`src/rtl/seq_divider.sv`:
```
// seq_divider: multi-cycle restoring integer divider (DIV/DIVU), one quotient bit per clock
module seq_divider #(
    parameter int WIDTH = 32
) (
    input  logic             clk,
    input  logic             rst_n,
    input  logic             start,
    input  logic             is_signed,
    input  logic             flush,
    input  logic [WIDTH-1:0] dividend,
    input  logic [WIDTH-1:0] divisor,
    output logic             busy,
    output logic             done,
    output logic [WIDTH-1:0] quotient,
    output logic [WIDTH-1:0] remainder,
    output logic             div_by_zero
);
    localparam int CW = $clog2(WIDTH + 1);
    typedef enum logic [1:0] {IDLE, CALC, FIX, DONE} state_t;
    state_t           state, state_nx;
    logic [CW-1:0]    count;
    logic [WIDTH-1:0] rem_r, quo_r, dvs_r, dvd_raw;
    logic             neg_q, neg_r, zero_div;
    logic [WIDTH:0]   shifted, trial;
    assign shifted = {rem_r, quo_r[WIDTH-1]};
    assign trial   = shifted - {1'b0, dvs_r};
    assign busy    = (state == CALC) || (state == FIX);
    assign done    = state == DONE;
    // CALC spends one extra cycle at count==0 so done lands at E0+WIDTH+2
    always_comb begin
        state_nx = flush                           ? IDLE :
                   (state == IDLE && start)        ? CALC :
                   (state == CALC && count == '0)  ? FIX  :
                   (state == FIX)                  ? DONE :
                   (state == DONE)                 ? IDLE : state;
    end
    always_ff @(posedge clk or negedge rst_n) begin
        if (!rst_n) begin
            state       <= IDLE;
            count       <= '0;
            rem_r       <= '0;
            quo_r       <= '0;
            dvs_r       <= '0;
            dvd_raw     <= '0;
            neg_q       <= 1'b0;
            neg_r       <= 1'b0;
            zero_div    <= 1'b0;
            quotient    <= '0;
            remainder   <= '0;
            div_by_zero <= 1'b0;
        end else begin
            state <= state_nx;
            if (state == IDLE && start && !flush) begin
                quo_r    <= (is_signed && dividend[WIDTH-1]) ? -dividend : dividend;
                dvs_r    <= (is_signed && divisor[WIDTH-1]) ? -divisor : divisor;
                rem_r    <= '0;
                dvd_raw  <= dividend;
                neg_q    <= is_signed && (dividend[WIDTH-1] ^ divisor[WIDTH-1]);
                neg_r    <= is_signed && dividend[WIDTH-1];
                zero_div <= divisor == '0;
                count    <= CW'(WIDTH);
            end
            if (state == CALC && count != '0) begin
                rem_r <= trial[WIDTH] ? shifted[WIDTH-1:0] : trial[WIDTH-1:0];
                quo_r <= {quo_r[WIDTH-2:0], ~trial[WIDTH]};
                count <= count - 1'b1;
            end
            if (state == FIX && !flush) begin
                quotient    <= zero_div ? '1 : neg_q ? -quo_r : quo_r;
                remainder   <= zero_div ? dvd_raw : neg_r ? -rem_r : rem_r;
                div_by_zero <= zero_div;
            end
        end
    end
endmodule

```
`config.mk`:
```
export PLATFORM = sky130hd
export DESIGN_NAME = seq_divider
export DESIGN_NICKNAME = d
export VERILOG_FILES = /design/src/rtl/seq_divider.sv
export SDC_FILE = /design/constraint.sdc
export NUM_CORES = 1
export LEC_CHECK = 0
export BUFFER_PORTS_ARGS = -buffer_cell sky130_fd_sc_hd__buf_2
export CORE_MARGIN = 3
export CORE_UTILIZATION = 60
export CTS_BUF_LIST = sky130_fd_sc_hd__clkbuf_8
export DETAILED_ROUTE_END_ITERATION = 10
export HOLD_SLACK_MARGIN = 0.06
export PLACE_DENSITY_LB_ADDON = 0.2
export SYNTH_ARGS = -nofsm -noshare
export SYNTH_HDL_FRONTEND = slang
export SYNTH_SLANG_ARGS = --single-unit
```
`constraint.sdc`:
```
create_clock -name clk -period 3.4 [get_ports clk]
set_input_delay 0.17 -clock clk [delete_from_list [all_inputs] [get_ports clk]]
set_output_delay 0.17 -clock clk [all_outputs]
set_load 0.01 [all_outputs]
```
=== After elaboration in Yosys (flattened, before gate mapping) ===
Cells that the tools add are included.

* Flip-flop bits (word level): 204
* Bits of input ports: 69
* Output and inout port bits: 67
* Logic and storage cells: 57

* Add/sub/neg operators: 6
* Equality and inequality tests: 3
* Muxes and demuxes: 18
* Bitwise gates (word level): 2
* Reductions and logical operators: 16

{| class="wikitable"
|+ Operators with widths
! operator !! count
|-
| 2-to-1 mux 32 bit || 11
|-
| negation 32 bit || 4
|-
| subtractor 33 x 32 -> 33 bit || 1
|-
| zero test 32 bit || 1
|-
| 2-to-1 mux 6 bit || 2
|-
| 2-to-1 mux 2 bit || 5
|-
| logical AND 1 bit || 8
|-
| zero test 6 bit || 1
|-
| nonzero test 6 bit || 1
|-
| subtractor 6 x 1 -> 6 bit, second input constant || 1
|-
| nonzero test 5 bit || 1
|-
| equality test 2 bit, second input constant || 2
|-
| equality test 2 x 1 -> 1 bit, second input constant || 1
|-
| zero test 2 bit || 1
|-
| nonzero test 2 bit || 1
|-
| zero test 1 bit || 1
|-
| logical OR 1 bit || 1
|-
| NOT 1 bit || 1
|-
| bitwise XOR 1 bit || 1
|}

=== Logic depth before layout (Yosys ltp) ===
Gate-level depths: netlist of run 1.

* Word-level depth: 6
* Mapped depth: 13
* Gate-level depth less buffers: 12

=== Least setup slack after synthesis of run 1 ===
Ideal clock, no wire load.

* Path kind: reg-to-reg
* Start point: register quo_r[31]
* End point: register rem_r[26]
* Arrival time: 3.044 ns
* Data required time: 3.310 ns
* Setup slack: 0.266 ns
* Stages on the path, launching flop included: 14
* Buffers on the path: 1
* Clock period less this slack: 3.134 ns
* Cells stage by stage: dfrtp_1 > inv_1 > ha_1 > fa_1 > nand2b_1 > a21o_1 > a211oi_1 > o41ai_1 > a211o_1 > a21oi_2 > xor2_1 > buf_4 > nand2_2 > o221ai_1

* Cells in the longest elaborated chain, start to end: 3

{| class="wikitable"
|+ Ends and longest elaborated chain
! what !! line !! text
|-
| from (decl) || 22 || <nowiki>logic [WIDTH-1:0] rem_r, quo_r, dvs_r, dvd_raw;</nowiki>
|-
| from (signal assigned) || 54 || <nowiki>quo_r <= (is_signed && dividend[WIDTH-1]) ? -dividend : dividend;</nowiki>
|-
| from (signal assigned) || 65 || <nowiki>quo_r <= {quo_r[WIDTH-2:0], ~trial[WIDTH]};</nowiki>
|-
| subtractor 33 x 32 -> 33 bit || 26 || <nowiki>assign trial = shifted - {1'b0, dvs_r};</nowiki>
|-
| 2-to-1 mux 32 bit || 64 || <nowiki>rem_r <= trial[WIDTH] ? shifted[WIDTH-1:0] : trial[WIDTH-1:0];</nowiki>
|-
| 2-to-1 mux 32 bit || 63 || <nowiki>if (state == CALC && count != '0) begin</nowiki>
|-
| to (signal assigned) || 64 ||
|-
| to (decl) || 22 ||
|}

Every way passes these cells.
A chain may end at the register's enable or synchronous reset.

=== Worst setup path in the final report of run 1 ===
* Start point: register dvs_r[0]
* End point: register rem_r[22]

* Cells in the longest elaborated chain, start to end: 3

{| class="wikitable"
|+ Ends and longest elaborated chain
! what !! line !! text
|-
| from (decl) || 22 ||
|-
| from (signal assigned) || 55 || <nowiki>dvs_r <= (is_signed && divisor[WIDTH-1]) ? -divisor : divisor;</nowiki>
|-
| subtractor 33 x 32 -> 33 bit || 26 ||
|-
| 2-to-1 mux 32 bit || 64 ||
|-
| 2-to-1 mux 32 bit || 63 ||
|}

Every way passes these cells.

==> impl_metrics.csv, run 1 <==
group,metric,value,unit
timing,fin_crit_sh,96.5,%
finish,area_growth,19.7,%
place,place_hpwl,23300,um
finish,nFillCells,1578,
yosys,synth-edff-count,0,
setup_path,critPathArrivalTime,3.67,ns
floorplan,coreArea,20600,um^2
drt,routed_wirelength,34500,um
clock_tree,cts_max_level,2,
timing,drv_slew,0,
clock_tree,cts_tree,"yes",
global_route,grt.overflow.total,0,
global_route,grt_first_pass_wirelength,56800,um
setup_path,crit_fanout,3,
clock_tree,cts_made_buffers,36,
yosys,async_reset_ff_share,100,%
global_route,grtUsageTotal,29.1,%
drt,drt-wirelength-per-cell,17.1,um
floorplan,rows,52,
hold_path,hold_path.class,"in2async",
timing,finalHoldViolCount,0,
timing,fmax,305,MHz
global_route,grt_max_degree,106,
drt,drc,0,
power,switchingPower,5.12,mW
finish,regArea,5110,um^2
power,combPwrFrac,47.6,%
timing,holdWs,0.312,ns
status,outcome,"completed",
clock_tree,worstSkewPairLatency,0.54,ns
setup_path,slowest_stage,"dfrtp_1",
place,io_buffers,135,
timing,fin_crit,3.28,ns
setup_path,setup.worst_path.class,"reg2reg",
clock_tree,cts_buffer_depth,3,
floorplan,pin_count,136,
yosys,yosysSeqAreaShare,40.0,%
power,p_int,7.05,mW
yosys,netlist_area,12800,um^2
finish,multi_input_area,7150,um^2
power,p_per_area,797,nW/um^2
yosys,ys_types,66,
drt,dr.first_iter.drc_count,712,
power,fin_total_pwr,12.2,mW
power,swShare,42.1,%
drt,ant_nets,0,
timing,tightest_slew,1.01,ns
global_route,grt_antenna_before_repair,1,
yosys,synth_flop_cell,"dfrtp_1",
power,power_frac_seq,33.8,%
timing,finalClockSkew,0.0182,ns
power,p_leak,7.13,nW
place,place_congestion,0.926,
setup_path,cp.required,3.79,ns
global_route,grt_pass1_vias,11673,
setup_path,crit_chain,"ha_1 > fa_2 > nand2b_1 > a21o_1 > a211oi_2 > o41ai_2 > a211o_1 > a21oi_4 > xor2_4 > buf_6 > buf_4 > mux2i_1 > o21ai_0",
yosys,yosysWarnings,0,
finish,final_nets,1844,
power,irDropWorstVdd,382,uV
finish,layout_common_cells,"nand2_1, dfrtp_1, o21ai_0",
clock_tree,cts.reportedPaths.clkPinSlew,0.06,ns
run,maxCapViolCount,0,
timing,setup_viol,0,
setup_path,critical_path.startpoint_type,"flop",
finish,drive_above_1_share,14.4,%
drt,drt_pass1_iterations,6,
drt,vias,11860,
setup_path,cp-end-kind,"flop",
yosys,synth_nets,1646,
floorplan,die_w,152,um
setup_path,slowest_delay,0.40,ns
finish,utilization,74.3,%
yosys,postSynthCellCount,1533,
finish,layout_commonest_cell,"nand2_1",
floorplan,start_util,62.0,%
clock_tree,numClockSinks,204,
drt,vias_per_cell,5.87,
setup_path,path_buf_inv,2,
setup_path,crit_family,"compound AO/OA/AOI/OAI gates",
timing,slew_headroom,32.5,%
yosys,ys_ff_latch,204,
power,power_frac_clock,18.6,%
floorplan,die_height,152,um
yosys,avgSynthCellArea,8.32,um^2
clock_tree,cts_root_buf,"clkbuf_8",
floorplan,die_area,23000,um^2
## layer usage
| layer | global-route usage [%] | vias to the layer above | wire length [um] |
|---|---|---|---|
| met2 | 49.3 | 380 | 16600 |
| li1 | - | 5739 | - |
| met5 | 0 | - | 0 |
| met3 | 4.35 | 109 | 1890 |
| met1 | 37.9 | 5632 | 14800 |
| met4 | 11.6 | 0 | 1280 |
## path summary, 6_finish.rpt
check | start | to | slack [ns] | cells past startpoint
min reg2reg | div_by_zero | div_by_zero | 0.47 | 2
max in group asynchronous | rst_n | dvd_raw[20] | 2.26 | 3
max | dvs_r[0] | rem_r[22] | 0.12 | 13
max reg2reg | dvs_r[0] | rem_r[22] | 0.12 | 13
min in group clk | dividend[13] | dvd_raw[13] | 0.42 | 4
min | rst_n | remainder[16] | 0.31 | 2
## synthesized netlist by cell type (all sizes together), types with 6 or more instances
cell type    n  area (um^2)
nand2      250          941
nor4        11         68.8
mux2i       24          240
o211ai       8         60.1
or4         16          124
clkbuf      66          258
nand2b      14         95.1
nand3       41          205
nor2b        9         56.3
inv         55          206
ha          43          538
xnor2       52          455
a31oi        9         56.3
nor2       123          462
o221ai       6         52.6
o41ai       17          164
o21ai      187          943
o31ai       32          240
a21o        11         82.6
nor3        11         55.1
xor2        93          815
buf         16         95.1
and3        19          119
nand4        8         50.1
dfrtp      204         5100
a21oi      132          664
and2         7         43.8
or3         19          135
## metrics by stage
stage	instances	worst slack [ns]	instance area (um^2)	TNS (ns)
2_1_floorplan	1533	0.266	12800	0
3_3_place_gp	1882	0.0409	13700	0
3_5_place_dp	1882	-0.0880	13700	-0.360
4_1_cts	2015	0.0616	15200	0
5_1_grt	2022	-0.0414	15300	-0.0806
6_report	2022	0.120	15300	0
## cell families (layout without fill, tap and decap cells)
family / count (synthesis) / in the layout / share of synthesized area (%)
buffers and inverters: 138 / 356 / 4.47
xor gates and xnor gates: 145 / 145 / 9.96
and+or+nand+nor: 540 / 540 / 19.2
muxes: 26 / 26 / 2.06
AOI/OAI and AO/OA: 436 / 436 / 20.0
other: 0 / 1 / 0
adders and majority gates: 44 / 44 / 4.38
DFF: 204 / 204 / 40.0
## power by group through the flow
| stage | Sequential, mW | Combinational (mW) | Clock (mW) |
|---|---|---|---|
| 2_1_floorplan | 3.98 | 3.89 | 0 |
| 3_3_place_gp | 4.08 | 5.30 | 0 |
| 3_5_place_dp | 4.12 | 5.41 | 0 |
| 4_1_cts | 4.09 | 5.60 | 2.28 |
| 5_1_grt | 4.24 | 6.45 | 2.40 |
| 6_report | 4.11 | 5.79 | 2.26 |
## cell type report
cell class	count	area share [%]
flip-flops and latches	204	33.4
well taps	270	2.21
multi-input cells	1191	46.8
repair buffers	243	11.6
inverters	55	1.35
clock buffers	44	3.97
diodes	1	0.0164
clock inverters	14	0.590
## timing repair
| action | 4_1_cts | 5_1_grt |
|---|---|---|
| setup endpoints to repair | 8 | 29 |
| setup buffers | 2 | 6 |
| endpoints found under the hold margin | 178 | 0 |
| hold buffers | 73 | 0 |
| pin swaps | 0 | 4 |
| resized for setup | 2 | 7 |
## sequential cells by signal, summed over array words and instances (netlist names)
register	count
neg_r	1
remainder	32
quo_r	32
zero_div	1
div_by_zero	1
dvd_raw	32
quotient	32
neg_q	1
state	2
rem_r	32
dvs_r	32
count	6
(Power assumes the default switching activity.)
==> inputs of run 2 (changes only) <==
==> config.mk (replaced) <==
export PLATFORM = sky130hd
export DESIGN_NAME = seq_divider
export DESIGN_NICKNAME = d
export VERILOG_FILES = /design/src/rtl/seq_divider.sv
export SDC_FILE = /design/constraint.sdc
export NUM_CORES = 1
export LEC_CHECK = 0
export CORE_MARGIN = 3
export CORE_UTILIZATION = 60
export CTS_BUF_LIST = sky130_fd_sc_hd__clkbuf_8
export DETAILED_ROUTE_END_ITERATION = 10
export DONT_BUFFER_PORTS = 1
export HOLD_SLACK_MARGIN = 0.06
export PLACE_DENSITY = 0.85
export SYNTH_ARGS = -nofsm -noshare
export SYNTH_HDL_FRONTEND = slang
export SYNTH_SLANG_ARGS = --single-unit
==> run 2 against run 1 <==
  * The run now ends with negative hold slack left
  * Largest cell class unchanged
  * Critical path depth up 1
  * Cell area down 4.8%
  * Die area unchanged
  * Setup slack worse by 0.046 ns
  * Critical endpoint is now rem_r[16]
  * Critical path type unchanged
  * Clock power about the same
  * Clock-buffer cell count down 1
==> impl_metrics.csv, run 2 (synthesis gave the netlist of run 1 again) <==
group,metric,value,unit
timing,tightest_slew,1.13,ns
finish,diodes,0,
setup_path,slowest_stage,"fa_1",
global_route,grt_util_met3,5.66,%
status,outcome,"complete, but fails checks",
timing,fin_crit,3.33,ns
finish,drive_above_1_share,6.91,%
place,place_congestion,0.921,
drt,ant_nets,0,
setup_path,path_buf_inv,3,
timing,finalHoldViolCount,204,
finish,fin_area,14500,um^2
finish,layout_commonest_cell,"nand2_1",
floorplan,coreArea,20600,um^2
setup_path,setup.worst_path.class,"reg2reg",
clock_tree,worstSkewPairLatency,0.53,ns
setup_path,critPathArrivalTime,3.69,ns
global_route,gr-usage-met1,39.8,%
global_route,grt_antenna_before_repair,0,
timing,fmax,301,MHz
finish,nFillCells,1524,
global_route,top_usage_layer,"met2",
hold_path,hold_path.class,"in2async",
power,p_per_area,812,nW/um^2
timing,grt_setup_unrepaired,"true",
finish,final_nets,1712,
clock_tree,numClockSinks,204,
setup_path,cp.required,3.76,ns
setup_path,crit_family,"compound AO/OA/AOI/OAI gates",
setup_path,critical_path.startpoint_type,"flop",
setup_path,cp-end-kind,"flop",
timing,drv_slew,0,
timing,finalClockSkew,0.0195,ns
clock_tree,cts_buffer_depth,3,
floorplan,pin_count,136,
floorplan,die_area,23000,um^2
clock_tree,cts_made_buffers,36,
floorplan,rows,52,
clock_tree,cts_root_buf,"clkbuf_8",
place,io_buffers,0,
global_route,grt.overflow.total,0,
status,violations,"negative hold slack",
setup_path,reg2reg_slack,0.07,ns
global_route,met2_usage,48.4,%
drt,drt-wirelength-per-cell,18.8,um
floorplan,die_height,152,um
drt,drc,0,
finish,multi_input_area,7140,um^2
drt,dr.first_iter.drc_count,937,
setup_path,slowest_delay,0.39,ns
drt,routed_wirelength,35600,um
drt,drt_pass1_iterations,7,
timing,holdWs,-0.659,ns
clock_tree,cts.reportedPaths.clkPinSlew,0.06,ns
finish,layout_common_cells,"nand2_1, dfrtp_1, o21ai_0",
drt,vias,11747,
timing,slew_headroom,24.5,%
global_route,grt_pass1_vias,11376,
setup_path,crit_fanout,5,
timing,fin_crit_sh,97.8,%
timing,setup_viol,0,
clock_tree,cts_max_level,2,
global_route,grt_first_pass_wirelength,57600,um
place,place_hpwl,23400,um
drt,vias_per_cell,6.21,
finish,regArea,5110,um^2
power,irDropWorstVdd,362,uV
global_route,grt_max_degree,205,
finish,area_growth,14.0,%
global_route,grtUsageTotal,29.7,%
clock_tree,hold_buffers,82,
setup_path,crit_chain,"inv_1 > ha_1 > fa_1 > nand2b_1 > a21o_1 > a211oi_2 > o41ai_2 > a211o_1 > a21oi_4 > xor2_2 > buf_6 > buf_4 > mux2i_1 > o21ai_0",
run,maxCapViolCount,0,
floorplan,die_w,152,um
clock_tree,cts_tree,"yes",
power,p_leak,6.51,nW
place,dpl_cell_area,13000,um^2
floorplan,start_util,62.0,%
run 2: metrics by stage:
| step | power, mW | instances | worst slack (ns) | util (%) | setup TNS, ns |
|---|---|---|---|---|---|
| global placement | 9.04 | 1745 | 0.175 | 63.0 | 0 |
| CTS | 11.6 | 1888 | 0.0580 | 70.5 | 0 |
| global route | 12.6 | 1891 | -0.0517 | 70.8 | -0.136 |
| floorplan | 7.87 | 1533 | 0.266 | - | 0 |
| detailed placement | 9.24 | 1745 | 0.0368 | 63.0 | 0 |
| finish | 11.8 | 1891 | 0.0742 | 70.8 | 0 |
run 2: repair_timing:
action,4_1_cts,5_1_grt
hold endpoints to repair,306,204
setup buffers,1,3
pin swaps,1,3
gates resized for setup,1,6
gates cloned,0,0
endpoints found under the setup margin,1,21
run 2: metal layers:
metal  vias to the layer above  wire length (um)
met5                         -                 0
met4                         0              1240
met3                       101              3430
met2                       585             16700
met1                      5591             14300
li1                       5470                 -
run 2: cell type report:
type,count,share of cell area [%]
clock buffer,43,4.07
clock inverter,17,0.766
inverter,55,1.42
multi-input combinational,1191,49.1
sequential,204,35.1
tap,270,2.32
timing repair buffer,111,7.25
run 2: final timing paths:
| check | start | to | depth (start not counted) |
|---|---|---|---|
| min reg2reg | dvd_raw[25] | dvd_raw[25] | 2 |
| min | rst_n | quo_r[16] | 0 |
| min in group clk | dividend[13] | quo_r[13] | 4 |
| max | quo_r[31] | rem_r[16] | 14 |
| max reg2reg | quo_r[31] | rem_r[16] | 14 |
| max in group asynchronous | rst_n | state[1] | 0 |
run 2: power by group:
group	leakage [nW]	internal (mW)	switching (mW)
Combinational	3.48	2.27	2.95
Clock	0.398	1.23	1.03
Sequential	2.63	3.24	1.09
Total	6.51	6.74	5.07
run 2: worst reg2reg max path: stages (launching register included):
cell	delay, ns
dfrtp_1	0.35
inv_1	0.06
ha_1	0.22
fa_1	0.39
nand2b_1	0.18
a21o_1	0.20
a211oi_2	0.28
o41ai_2	0.13
a211o_1	0.34
a21oi_4	0.18
xor2_2	0.19
buf_6	0.15
buf_4	0.14
mux2i_1	0.23
o21ai_0	0.11
==> inputs of run 3 (changes only) <==
--- a/config.mk
+++ b/config.mk
@@ -6,12 +6,12 @@
 export NUM_CORES = 1
 export LEC_CHECK = 0
 export CORE_MARGIN = 3
-export CORE_UTILIZATION = 60
+export CORE_UTILIZATION = 40
 export CTS_BUF_LIST = sky130_fd_sc_hd__clkbuf_8
 export DETAILED_ROUTE_END_ITERATION = 10
 export DONT_BUFFER_PORTS = 1
 export HOLD_SLACK_MARGIN = 0.06
-export PLACE_DENSITY = 0.85
+export PLACE_DENSITY = 0.63
 export SYNTH_ARGS = -nofsm -noshare
 export SYNTH_HDL_FRONTEND = slang
 export SYNTH_SLANG_ARGS = --single-unit
==> constraint.sdc (replaced) <==
create_clock -name clk -period 3.35 [get_ports clk]
set_input_delay 0.1675 -clock clk [delete_from_list [all_inputs] [get_ports clk]]
set_output_delay 0.1675 -clock clk [all_outputs]
set_load 0.01 [all_outputs]
==> run 3 against run 2 <==
  * The flow still finishes with violations (negative hold slack)
  * Non-clock buffer count rose by 2
  * Highest routed layer unchanged
  * Combinational power rose by 1%
  * Die area rose by 48%
  * Clock-buffer cell count rose by 4
  * Routed wire length rose by 1.8%
  * Critical path depth fell by 1
  * Sequential power rose by 1%
  * Setup slack improved by 0.062 ns
  * Final cell count rose by 6.9%
==> impl_metrics.csv, run 3 (synthesis gave the netlist of run 1 again) <==
group,metric,value,unit
status,outcome,"complete, but fails checks",
status,violations,"negative hold slack",
floorplan,coreArea,31000,um^2
setup_path,reg2reg_to,"rem_r[0]",
timing,finalHoldViolCount,204,
setup_path,cp-end-kind,"flop",
setup_path,r2r_start,"quo_r[31]",
clock_tree,numClockSinks,204,
drt,drt_pass1_iterations,5,
power,p_per_area,809,nW/um^2
power,combPwrFrac,44.1,%
setup_path,cp.required,3.81,ns
timing,setup_tns,0,ns
timing,drv_slew,0,
drt,drt-wirelength-per-cell,17.9,um
place,dp.cells,1875,
finish,layout_commonest_cell,"nand2_1",
timing,slew_headroom,37.3,%
clock_tree,cts_root_buf,"clkbuf_8",
place,io_buffers,0,
setup_path,critPathArrivalTime,3.67,ns
timing,tightest_slew,0.941,ns
drt,vias,11110,
place,place_hpwl,25000,um
setup_path,setup.worst_path.class,"reg2reg",
clock_tree,worstSkewPairLatency,0.54,ns
drt,dr.first_iter.drc_count,794,
timing,postLayoutSetupSlackWorst,0.137,ns
finish,drive_above_1_share,7.32,%
clock_tree,cts.reportedPaths.clkPinSlew,0.06,ns
setup_path,r2r_cells,13,
place,pre_cts_ws,-0.0814,ns
setup_path,reg2reg_slack,0.14,ns
drt,vias_per_cell,5.49,
drt,ant_nets,0,
global_route,grtUsageTotal,21.0,%
power,irDropWorstVdd,303,uV
hold_path,hold_path.class,"in2async",
clock_tree,cts_made_buffers,39,
run,maxCapViolCount,0,
drt,routed_wirelength,36300,um
floorplan,die_height,185,um
finish,nFillCells,3041,
timing,fin_crit,3.21,ns
power,switchingPower,5.09,mW
floorplan,pin_count,136,
setup_path,critical_path.endpoint,"rem_r[0]",
global_route,grt_pass1_vias,11132,
global_route,grt.overflow.total,0,
setup_path,crit_fanout,3,
timing,fin_crit_sh,95.9,%
finish,final_nets,1717,
floorplan,rows,64,
clock_tree,cts_buffer_depth,3,
finish,instances_no_fill,2022,
finish,layout_common_cells,"nand2_1, dfrtp_1, o21ai_0",
finish,area_growth,16.0,%
power,power_frac_clock,19.3,%
clock_tree,cts_tree,"yes",
clock_tree,hold_buffers,82,
timing,holdWs,-0.672,ns
global_route,grt_max_degree,205,
power,power_frac_seq,36.6,%
floorplan,die_w,185,um
place,place_congestion,0.871,
power,swShare,42.6,%
setup_path,crit_start,"quo_r[31]",
timing,setup_viol,0,
power,p_leak,6.55,nW
timing,fmax,311,MHz
global_route,grt_first_pass_wirelength,58300,um
drt,drc,0,
setup_path,critical_path.startpoint_type,"flop",
floorplan,start_util,41.2,%
clock_tree,cts_max_level,2,
floorplan,die_area,34100,um^2
timing,finalClockSkew,0.0220,ns
power,p_int,6.87,mW
global_route,grt_antenna_before_repair,0,
## run 3: repair_timing
action | in CTS | in global routing
pin swaps | 0 | 5
hold endpoints to repair | 318 | 204
resized for setup | 4 | 8
buffers inserted | 0 | 2
setup endpoints to repair | 18 | 32
gates cloned | 0 | 0
## run 3: area by class of cell
type	count	area [um^2]	share of cell area, %
Clock inverter	15	70.1	0.474
Multi-Input combinational cell	1191	7150	48.3
Inverter	55	206	1.40
Clock buffer	47	647	4.37
Antenna cell	1	2.50	0.0169
Tap cell	396	495	3.35
Sequential cell	204	5110	34.5
Timing Repair Buffer	113	1120	7.54
## run 3: power by group through the flow
stage / Combinational (mW) / Clock, mW / Sequential [mW]
detailed placement: 5.04 / 0 / 4.41
CTS: 5.23 / 2.39 / 4.38
global route: 5.93 / 2.50 / 4.50
floorplan: 3.95 / 0 / 4.04
finish: 5.27 / 2.32 / 4.38
global placement: 4.98 / 0 / 4.38
## run 3: worst min path at each step
stage	to	cells past startpoint
5_1_grt	remainder[11]	0
4_1_cts	remainder[12]	0
6_report	remainder[12]	0
3_3_place_gp	remainder[12]	0
3_5_place_dp	remainder[12]	0
2_1_floorplan	count[0]	0
## run 3: worst max-delay path, stage by stage, from the launching register on
cell	delay, ns
dfrtp_1	0.34
inv_1	0.06
ha_2	0.19
fa_2	0.34
nand2b_1	0.17
a21o_1	0.21
a211oi_2	0.28
o41ai_2	0.12
a211o_1	0.33
a21oi_4	0.22
xor2_2	0.23
buf_4	0.18
mux2_2	0.33
o21ai_0	0.14
## run 3: metal layers
layer  vias up  track usage [%]  wire [um]
met5         -                0          0
met4         0             5.35        682
met3        51             4.34       2300
met2       271             34.4      16700
met1      5317             28.5      16600
li1       5471                -          -
## run 3: per-stage QoR
| stage | utilization (%) | power (mW) | cell area (um^2) |
|---|---|---|---|
| 6_report | 47.7 | 12.0 | 14800 |
| 5_1_grt | 47.7 | 12.9 | 14800 |
| 4_1_cts | 47.6 | 12.0 | 14700 |
| 3_5_place_dp | 42.5 | 9.45 | 13200 |
| 3_3_place_gp | 42.5 | 9.36 | 13200 |
| 2_1_floorplan | - | 7.98 | 12800 |
